File: src/rtl/bad_packet_filter_pkg.sv
// Shared definitions for both stages of the bad-packet filter.
// Stage 2 decodes the BPI byte with the same bit positions.
package bad_packet_filter_pkg;

  localparam int unsigned BPI_BAD   = 0;
  localparam int unsigned BPI_TRUNC = 1;

  typedef enum logic {
    FSM_PASS,
    FSM_DISCARD
  } s1_state_e;

endpackage

File: src/rtl/bad_packet_filter_s1_if.sv
// Stage-1 streams: raw AXIS input, packet-FIFO write port, BPI-FIFO write port.
interface bad_packet_filter_s1_if #(
    parameter int unsigned DATA_WBITS = 512,
    parameter int unsigned DATA_WBYTS = DATA_WBITS / 8
);
    logic [DATA_WBITS-1:0] AXIS_IN_TDATA;
    logic [DATA_WBYTS-1:0] AXIS_IN_TKEEP;
    logic                  AXIS_IN_TUSER;
    logic                  AXIS_IN_TLAST;
    logic                  AXIS_IN_TVALID;
    logic                  AXIS_IN_TREADY;

    logic [DATA_WBITS-1:0] fpkt_in_tdata;
    logic [DATA_WBYTS-1:0] fpkt_in_tkeep;
    logic                  fpkt_in_tuser;
    logic                  fpkt_in_tlast;
    logic                  fpkt_in_tvalid;
    logic                  fpkt_in_tready;

    logic [7:0]            fbpi_in_tdata;
    logic                  fbpi_in_tvalid;
    logic                  fbpi_in_tready;

    // Filter side: sinks the raw stream, sources both FIFO write ports.
    modport slave (
        input  AXIS_IN_TDATA, AXIS_IN_TKEEP, AXIS_IN_TUSER, AXIS_IN_TLAST, AXIS_IN_TVALID,
        output AXIS_IN_TREADY,
        output fpkt_in_tdata, fpkt_in_tkeep, fpkt_in_tuser, fpkt_in_tlast, fpkt_in_tvalid,
        input  fpkt_in_tready,
        output fbpi_in_tdata, fbpi_in_tvalid,
        input  fbpi_in_tready
    );

    modport master (
        output AXIS_IN_TDATA, AXIS_IN_TKEEP, AXIS_IN_TUSER, AXIS_IN_TLAST, AXIS_IN_TVALID,
        input  AXIS_IN_TREADY,
        input  fpkt_in_tdata, fpkt_in_tkeep, fpkt_in_tuser, fpkt_in_tlast, fpkt_in_tvalid,
        output fpkt_in_tready,
        input  fbpi_in_tdata, fbpi_in_tvalid,
        output fbpi_in_tready
    );

endinterface

File: src/rtl/bad_packet_filter_s1.sv
// Bad-packet filter stage 1: forwards beats to the packet FIFO, emits one BPI byte per
// packet, and truncates packets longer than MAX_BEATS so stage 2 cannot deadlock.
module bad_packet_filter_s1
    import bad_packet_filter_pkg::*;
#(
    parameter int unsigned MAX_BEATS = 128
) (
    input  logic                   clk,
    input  logic                   resetn,
    bad_packet_filter_s1_if.slave  bus,
    output logic [31:0]            pkt_count,
    output logic [31:0]            bad_count,
    output logic                   oversize_seen
);

    localparam int unsigned CntW = $clog2(MAX_BEATS + 1);
    localparam logic [CntW-1:0] LastCnt = CntW'(MAX_BEATS - 1);

    s1_state_e       state_q, state_d;
    logic [CntW-1:0] beat_cnt_q, beat_cnt_d;
    logic            user_seen_q, user_seen_d;
    logic [31:0]     pkt_count_q, pkt_count_d;
    logic [31:0]     bad_count_q, bad_count_d;
    logic            oversize_q, oversize_d;

    logic       end_beat;
    logic       truncated;
    logic [7:0] bpi;
    logic       in_hs;

    always_comb begin
        end_beat        = bus.AXIS_IN_TLAST | (beat_cnt_q == LastCnt);
        truncated       = end_beat & ~bus.AXIS_IN_TLAST;
        bpi             = '0;
        bpi[BPI_BAD]    = user_seen_q | bus.AXIS_IN_TUSER | truncated;
        bpi[BPI_TRUNC]  = truncated;

        bus.fpkt_in_tdata = bus.AXIS_IN_TDATA;
        bus.fpkt_in_tkeep = bus.AXIS_IN_TKEEP;
        bus.fpkt_in_tuser = bus.AXIS_IN_TUSER;
        bus.fpkt_in_tlast = end_beat;
        bus.fbpi_in_tdata = bpi;

        bus.AXIS_IN_TREADY  = 1'b0;
        bus.fpkt_in_tvalid  = 1'b0;
        bus.fbpi_in_tvalid  = 1'b0;
        in_hs               = 1'b0;

        state_d     = state_q;
        beat_cnt_d  = beat_cnt_q;
        user_seen_d = user_seen_q;
        pkt_count_d = pkt_count_q;
        bad_count_d = bad_count_q;
        oversize_d  = oversize_q;

        unique case (state_q)
            FSM_PASS: begin
                // Requiring both FIFOs ready keeps TREADY independent of TLAST.
                bus.AXIS_IN_TREADY = bus.fpkt_in_tready & bus.fbpi_in_tready;
                bus.fpkt_in_tvalid = bus.AXIS_IN_TVALID & bus.fbpi_in_tready;
                bus.fbpi_in_tvalid = bus.AXIS_IN_TVALID & bus.fpkt_in_tready & end_beat;
                in_hs              = bus.AXIS_IN_TVALID & bus.AXIS_IN_TREADY;
                if (in_hs) begin
                    if (end_beat) begin
                        beat_cnt_d  = '0;
                        user_seen_d = 1'b0;
                        pkt_count_d = pkt_count_q + 32'd1;
                        if (bpi[BPI_BAD]) bad_count_d = bad_count_q + 32'd1;
                        if (truncated) begin
                            oversize_d = 1'b1;
                            state_d    = FSM_DISCARD;
                        end
                    end else begin
                        beat_cnt_d  = beat_cnt_q + CntW'(1);
                        user_seen_d = user_seen_q | bus.AXIS_IN_TUSER;
                    end
                end
            end
            FSM_DISCARD: begin
                bus.AXIS_IN_TREADY = 1'b1;
                if (bus.AXIS_IN_TVALID && bus.AXIS_IN_TLAST) state_d = FSM_PASS;
            end
            default: state_d = FSM_PASS;
        endcase
    end

    always_ff @(posedge clk) begin
        if (!resetn) begin
            state_q     <= FSM_PASS;
            beat_cnt_q  <= '0;
            user_seen_q <= 1'b0;
            pkt_count_q <= '0;
            bad_count_q <= '0;
            oversize_q  <= 1'b0;
        end else begin
            state_q     <= state_d;
            beat_cnt_q  <= beat_cnt_d;
            user_seen_q <= user_seen_d;
            pkt_count_q <= pkt_count_d;
            bad_count_q <= bad_count_d;
            oversize_q  <= oversize_d;
        end
    end

    assign pkt_count     = pkt_count_q;
    assign bad_count     = bad_count_q;
    assign oversize_seen = oversize_q;

endmodule

File: src/flat_wrapper.sv
// flat-port wrapper written by rule: the top's interface ports become plain ports
module bad_packet_filter_s1_flat import bad_packet_filter_pkg::*;
#(
    parameter int unsigned MAX_BEATS = 128
)
  (clk, resetn, pkt_count, bad_count, oversize_seen, bus_AXIS_IN_TDATA, bus_AXIS_IN_TKEEP, bus_AXIS_IN_TUSER, bus_AXIS_IN_TLAST, bus_AXIS_IN_TVALID, bus_AXIS_IN_TREADY, bus_fpkt_in_tdata, bus_fpkt_in_tkeep, bus_fpkt_in_tuser, bus_fpkt_in_tlast, bus_fpkt_in_tvalid, bus_fpkt_in_tready, bus_fbpi_in_tdata, bus_fbpi_in_tvalid, bus_fbpi_in_tready);
  bad_packet_filter_s1_if #(.DATA_WBITS((64))) bus_i ();
  input  logic clk;
  input  logic resetn;
  output logic [31:0] pkt_count;
  output logic [31:0] bad_count;
  output logic oversize_seen;
  input wire logic [$bits(bus_i.AXIS_IN_TDATA)-1:0] bus_AXIS_IN_TDATA;
  input wire logic [$bits(bus_i.AXIS_IN_TKEEP)-1:0] bus_AXIS_IN_TKEEP;
  input wire logic [$bits(bus_i.AXIS_IN_TUSER)-1:0] bus_AXIS_IN_TUSER;
  input wire logic [$bits(bus_i.AXIS_IN_TLAST)-1:0] bus_AXIS_IN_TLAST;
  input wire logic [$bits(bus_i.AXIS_IN_TVALID)-1:0] bus_AXIS_IN_TVALID;
  output wire logic [$bits(bus_i.AXIS_IN_TREADY)-1:0] bus_AXIS_IN_TREADY;
  output wire logic [$bits(bus_i.fpkt_in_tdata)-1:0] bus_fpkt_in_tdata;
  output wire logic [$bits(bus_i.fpkt_in_tkeep)-1:0] bus_fpkt_in_tkeep;
  output wire logic [$bits(bus_i.fpkt_in_tuser)-1:0] bus_fpkt_in_tuser;
  output wire logic [$bits(bus_i.fpkt_in_tlast)-1:0] bus_fpkt_in_tlast;
  output wire logic [$bits(bus_i.fpkt_in_tvalid)-1:0] bus_fpkt_in_tvalid;
  input wire logic [$bits(bus_i.fpkt_in_tready)-1:0] bus_fpkt_in_tready;
  output wire logic [$bits(bus_i.fbpi_in_tdata)-1:0] bus_fbpi_in_tdata;
  output wire logic [$bits(bus_i.fbpi_in_tvalid)-1:0] bus_fbpi_in_tvalid;
  input wire logic [$bits(bus_i.fbpi_in_tready)-1:0] bus_fbpi_in_tready;
  assign bus_i.AXIS_IN_TDATA = bus_AXIS_IN_TDATA;
  assign bus_i.AXIS_IN_TKEEP = bus_AXIS_IN_TKEEP;
  assign bus_i.AXIS_IN_TUSER = bus_AXIS_IN_TUSER;
  assign bus_i.AXIS_IN_TLAST = bus_AXIS_IN_TLAST;
  assign bus_i.AXIS_IN_TVALID = bus_AXIS_IN_TVALID;
  assign bus_AXIS_IN_TREADY = bus_i.AXIS_IN_TREADY;
  assign bus_fpkt_in_tdata = bus_i.fpkt_in_tdata;
  assign bus_fpkt_in_tkeep = bus_i.fpkt_in_tkeep;
  assign bus_fpkt_in_tuser = bus_i.fpkt_in_tuser;
  assign bus_fpkt_in_tlast = bus_i.fpkt_in_tlast;
  assign bus_fpkt_in_tvalid = bus_i.fpkt_in_tvalid;
  assign bus_i.fpkt_in_tready = bus_fpkt_in_tready;
  assign bus_fbpi_in_tdata = bus_i.fbpi_in_tdata;
  assign bus_fbpi_in_tvalid = bus_i.fbpi_in_tvalid;
  assign bus_i.fbpi_in_tready = bus_fbpi_in_tready;
  bad_packet_filter_s1 #(.MAX_BEATS(MAX_BEATS)) u_core (.clk(clk), .resetn(resetn), .bus(bus_i), .pkt_count(pkt_count), .bad_count(bad_count), .oversize_seen(oversize_seen));
endmodule
File: config.mk
export PLATFORM = sky130hd
export DESIGN_NAME = bad_packet_filter_s1_flat
export DESIGN_NICKNAME = d
export VERILOG_FILES = /design/src/rtl/bad_packet_filter_pkg.sv /design/src/rtl/bad_packet_filter_s1_if.sv /design/src/rtl/bad_packet_filter_s1.sv /design/src/flat_wrapper.sv
export SDC_FILE = /design/constraint.sdc
export NUM_CORES = 1
export LEC_CHECK = 0
export ABC_CLOCK_PERIOD_IN_PS = 5150
export CAP_MARGIN = 40
export CORE_ASPECT_RATIO = 1.5
export CORE_MARGIN = 8
export CORE_UTILIZATION = 42
export CTS_CLUSTER_DIAMETER = 80
export DETAILED_ROUTE_END_ITERATION = 8
export PLACE_DENSITY = 0.86
export SYNTH_ARGS = -nofsm -noshare
export SYNTH_HDL_FRONTEND = slang
export SYNTH_SLANG_ARGS = --single-unit
export TNS_END_PERCENT = 30
File: constraint.sdc
create_clock -name clk -period 5.15 [get_ports clk]
set_input_delay 0.7725 -clock clk [delete_from_list [all_inputs] [get_ports clk]]
set_output_delay 0.7725 -clock clk [all_outputs]
set_load 0.02 [all_outputs]
==> impl_metrics.ini, run 1 <==
[run_status]
status = finished clean

[clocking]
clock-sinks = 75
cts_resized = 0
cts_setup_buffers = 0
path_clk_slew_ns = 0.05
cts_buffers = 9
insertion_delay_ns = 0.33
cts-root-buf = clkbuf_16
hold_buffers = 0
cts_buffer_depth = 2
cts_tree = yes
ctsHtreeMaxLevel = 3

[logic_synthesis]
synthTopCellsByCount = buf_4, dfxtp_1, nor2_1, a21oi_1, nand3_1
synth_top_area_cell = dfxtp_1
yosys_warnings = 0
netlist_top_cells_area = dfxtp_1, buf_4, xor2_1
synth_top_area_share = 0.363
ys_async_sr_fraction = 0
synth_top_flop_cell = dfxtp_1
synth-edff-count = 0
post-synth-top-count-cell = buf_4
synth.avg_cell_area_um2 = 8.23
ys_types = 44
syn_inst = 503
yosysSeqAreaShare = 0.363
ys_ff_latch = 75
synth_area_um2 = 4140

[setup_path]
worstPathArrival_ns = 2.51
worst-setup-path-type = input pin to output port
worstSetupEndpointType = output port
cp_max_fo = 28
startpoint_type = input pin
crit_required_ns = 4.38

[sta]
clock_skew_ns = 0.00865
finalCritPeriodShare = 0.638
slew_viol_final = 0
tightestPinTransition_ns = 0.610
hold-worst-slack_ns = 0.492
hold_viol_final = 0
grt_setup_unrepaired = false
max_slew_margin = 0.592
fin_setup_tns_ns = 0
fmax_ghz = 0.304
finalSetupViolations = 0
fin_crit_ns = 3.29

[placement]
gp_congestion = 0.837
dpl_cell_area_um2 = 4420
dp.final_hpwl_um = 8320
port_buffers = 78

[routing]
wl_per_cell_um = 17.9
route.final.wire_length_um = 11100
drt-pass1-iter-count = 4
vias_per_cell = 5.80
dr_total_vias = 3605
antenna_left = 0
drt-initial-drc-count = 180
drc = 0

[global_routing]
grt_pass1_vias = 3613
grt_overflow = 0
grt_max_degree = 35
grt_pass1_wl_um = 17900
track_usage = 0.163
antenna_found_initial = 0

[pwr]
ir_drop_mv = 0.199
cellLeakagePower_nw = 1.52
p_per_area_nw_per_um2 = 288

[finish]
num_antenna_cells = 0
num-nets-final = 584
multi_input_area_um2 = 1920
final-seq-area_um2 = 1500
drive_gt1_frac = 0.0493
fillers = 847
fin_area_um2 = 4780
area_growth_pct = 15.4

[floorplanning]
die_width_um = 97.1
core_area_um2 = 9630
dieHeight_um = 138
start_util = 0.430
io_pins = 229
row_count = 44
fp.dieArea_um2 = 13400

[worst_hold_path]
hold_class = register to register

[run]
max_cap_violations = 0
cell families after synthesis:
| family | after synthesis | share of synthesized area |
|---|---|---|
| compound gates | 74 | 0.102 |
| xor+xnor | 34 | 0.0719 |
| fa+ha+maj | 3 | 0.00907 |
| buf+inv | 109 | 0.179 |
| flops | 75 | 0.363 |
| mux | 1 | 0.00242 |
| other cells | 1 | 0.000906 |
| simple gates | 206 | 0.272 |
flip-flops by register name, summed over array words and instances, names as in the netlist:
name	flops
u_core.bad_count	32
u_core.beat_cnt_q	8
u_core.oversize_seen	1
u_core.pkt_count	32
u_core.state_q	1
u_core.user_seen_q	1
layout make-up:
| type | instances | area share |
|---|---|---|
| multi-input combinational | 324 | 0.401 |
| sequential | 75 | 0.314 |
| timing repair buffer | 80 | 0.169 |
| clock buffer | 12 | 0.0558 |
| tap | 115 | 0.0301 |
| clock inverter | 4 | 0.0199 |
| inverter | 12 | 0.00943 |
metal layers:
layer	routed length (um)	vias to the layer above	GRT usage
li1	-	1691	-
met1	3790	1715	0.151
met2	5740	125	0.291
met3	892	74	0.0562
met4	685	0	0.126
met5	0	-	0
critical path, cell delays in order:
cell and delay (ns):
clkdlybuf4s50_1 0.57, a21oi_4 0.09, inv_1 0.08, buf_4 0.30, clkdlybuf4s50_1 0.68
cells in the final DEF (no fill, tap or decap), types with 19 or more instances in the layout:
master | Yosys | routed
a21oi_1 | 34 | 34
clkdlybuf4s50_1 | 0 | 78
dfxtp_1 | 75 | 75
nand2_1 | 28 | 28
nand3_1 | 32 | 32
nand4_1 | 23 | 23
nor2_1 | 46 | 46
o21ai_0 | 22 | 22
or3_1 | 19 | 19
xor2_1 | 23 | 23
worst paths after layout:
| check | slack (ns) | from | depth (start not counted) | end |
|---|---|---|---|---|
| max | 1.86 | bus_AXIS_IN_TLAST | 5 | bus_fpkt_in_tlast |
| max reg2reg | 2.57 | u_core.beat_cnt_q[0]$_SDFFE_PN0P_ | 6 | u_core.pkt_count[29]$_SDFFE_PN0P_ |
| min reg2reg | 0.49 | u_core.oversize_seen$_SDFFE_PN0P_ | 2 | u_core.oversize_seen$_SDFFE_PN0P_ |
| min | 0.49 | u_core.oversize_seen$_SDFFE_PN0P_ | 2 | u_core.oversize_seen$_SDFFE_PN0P_ |
report_power, final:
group	switching (mW)	total (mW)	internal, mW
combinational	0.0319	0.0472	0.0154
sequential	0.00181	0.584	0.582
clock	0.235	0.747	0.512
metrics by stage:
stage | total power, mW | util | cells | worst slack, ns
finish | 1.38 | 0.496 | 622 | 1.86
global route | 1.42 | 0.496 | 622 | 1.74
CTS | 1.39 | 0.496 | 622 | 1.88
global placement | 0.640 | 0.456 | 605 | 1.72
detailed placement | 0.643 | 0.458 | 606 | 1.67
floorplan | 0.710 | - | 508 | 2.55
No activity file was read; power rests on OpenSTA's default activity.
==> run 2: changes to the inputs <==
Settings changed: ABC_CLOCK_PERIOD_IN_PS 5150 to 3400, CORE_UTILIZATION 42 to 39, PLACE_DENSITY 0.86 to 0.81.
Clock period 5.15 ns to 3.4 ns, I/O delays scaled along.
==> run 2 against run 1 <==
Total power up 48%; die area up 6.6%; sequential share of layout area down 0.27 points; routed wire length up 1.4%; combinational power up 54%; first-iteration DRC count down 18%; setup slack worse by 1.3 ns; clock power up 46%; critical path depth up 1; global-route usage down 1.0 points; sequential power up 51%; critical endpoint unchanged; largest cell class unchanged.
==> impl_metrics.ini, run 2 (same netlist as run 1, synthesis figures left out) <==
[run_status]
status = finished clean

[clocking]
clock-sinks = 75
cts_buffers = 9
cts_tree = yes
cts_setup_buffers = 0
insertion_delay_ns = 0.33
hold_buffers = 0
path_clk_slew_ns = 0.06
cts_buffer_depth = 2
ctsHtreeMaxLevel = 3
cts-root-buf = clkbuf_16
cts_resized = 0

[pwr]
pwr-share-comb = 0.035
switching_share = 0.207
p_seq_frac = 0.432
p_switching_uw = 423
ir_drop_mv = 0.267
p_clk_frac = 0.532
cellLeakagePower_nw = 1.53
p_per_area_nw_per_um2 = 424
intPower_mw = 1.62
p_total_mw = 2.04

[routing]
drt-initial-drc-count = 148
drt-pass1-iter-count = 4
dr_total_vias = 3624
antenna_left = 0
wl_per_cell_um = 17.2
vias_per_cell = 5.52
drc = 0
route.final.wire_length_um = 11300

[setup_path]
slowest_delay_ns = 0.57
cp_max_fo = 18
path_buf_inv = 3
crit_required_ns = 2.89
rr_startpoint = u_core.beat_cnt_q[0]$_SDFFE_PN0P_
reg2reg_to = u_core.pkt_count[23]$_SDFFE_PN0P_
worstPathArrival_ns = 2.33
crit_family = buffers and inverters
worstSetupEndpointType = output port
worst-setup-path-type = register to output port
slowest_stage = clkdlybuf4s50_1
reg2reg_depth = 6
startpoint_type = register
worstPathCellList = ha_1 > and3_2 > a21oi_4 > inv_1 > buf_4 > clkdlybuf4s50_1
worst-r2r-setup-slack_ns = 0.80

[sta]
setup_ws_ns = 0.563
fin_setup_tns_ns = 0
clock_skew_ns = 0.00649
tightestPinTransition_ns = 0.591
finalCritPeriodShare = 0.834
fin_crit_ns = 2.84
finalSetupViolations = 0
hold_viol_final = 0
slew_viol_final = 0
grt_setup_unrepaired = false
fmax_ghz = 0.352
hold-worst-slack_ns = 0.485
max_slew_margin = 0.605

[run]
max_cap_violations = 0

[finish]
num-nets-final = 589
drive_gt1_frac = 0.0586
final_common_cell = clkdlybuf4s50_1
fillers = 1058
num_antenna_cells = 0
utilization = 0.460
area_growth_pct = 16.4
final_cell_mix = clkdlybuf4s50_1, dfxtp_1, nor2_1

[floorplanning]
fp.dieArea_um2 = 14200
core_area_um2 = 10500
die_width_um = 100
dieHeight_um = 142
row_count = 46
io_pins = 229
start_util = 0.395

[global_routing]
track_usage = 0.153
grt_max_degree = 35
antenna_found_initial = 0
grt_overflow = 0
grt_pass1_wl_um = 17400
grt_pass1_vias = 3486

[worst_hold_path]
min_to = u_core.pkt_count[31]$_SDFFE_PN0P_
hold_depth = 2
min_from = u_core.pkt_count[31]$_SDFFE_PN0P_
hold_class = register to register

[placement]
dp.final_hpwl_um = 8400
port_buffers = 78
gp_congestion = 0.777
preCtsSetupSlack_ns = 0.518
[run 2: per-stage QoR]
step / area (um^2) / instances
floorplan: 4160 / 508
global placement: 4480 / 640
detailed placement: 4480 / 640
CTS: 4820 / 656
global route: 4820 / 656
finish: 4820 / 656
[run 2: per-layer routing]
metal | GRT usage | part of all wire | up-vias
li1 | - | - | 1696
met5 | 0 | 0 | -
met2 | 0.258 | 0.49 | 139
met1 | 0.146 | 0.36 | 1699
met3 | 0.0397 | 0.072 | 90
met4 | 0.150 | 0.079 | 0
[run 2: how the worst max path moves through the flow]
| stage | cells past startpoint | slack, ns | to | start |
|---|---|---|---|---|
| after floorplan | 7 | 1.06 | bus_fbpi_in_tvalid | u_core.beat_cnt_q[0]$_SDFFE_PN0P_ |
| after global placement | 7 | 0.56 | u_core.bad_count[25]$_SDFFE_PN0P_ | bus_AXIS_IN_TVALID |
| after detailed placement | 7 | 0.52 | u_core.bad_count[25]$_SDFFE_PN0P_ | bus_AXIS_IN_TVALID |
| after CTS | 6 | 0.56 | bus_fpkt_in_tlast | u_core.beat_cnt_q[0]$_SDFFE_PN0P_ |
| after global routing | 6 | 0.47 | bus_fpkt_in_tlast | u_core.beat_cnt_q[0]$_SDFFE_PN0P_ |
| final | 6 | 0.56 | bus_fpkt_in_tlast | u_core.beat_cnt_q[0]$_SDFFE_PN0P_ |
[run 2: layout make-up]
type	count	area [um^2]	share of cell area
clock buffers	9	225	0.0467
clock inverters	7	116	0.0241
inverters	12	45.0	0.00935
multi-input cells	324	1920	0.398
flip-flops and latches	75	1500	0.312
well taps	144	180	0.0374
repair buffers	85	833	0.173
[run 2: power by group through the flow]
| stage | Sequential, mW | Combinational [mW] | Clock (mW) |
|---|---|---|---|
| finish | 0.883 | 0.0725 | 1.09 |
| floorplan | 0.903 | 0.172 | 0 |
| global placement | 0.903 | 0.0710 | 0 |
| global route | 0.883 | 0.0783 | 1.14 |
| CTS | 0.883 | 0.0725 | 1.10 |
| detailed placement | 0.903 | 0.0722 | 0 |
[run 2: worst reg2reg max path: cells and delay by family (launching register included)]
kind / cells / cell delay (ns)
adder cells (fa/ha/maj): 1 / 0.21
flip-flops: 1 / 0.39
AND/OR/NAND/NOR: 3 / 1.68
AO/OA/AOI/OAI: 2 / 0.25
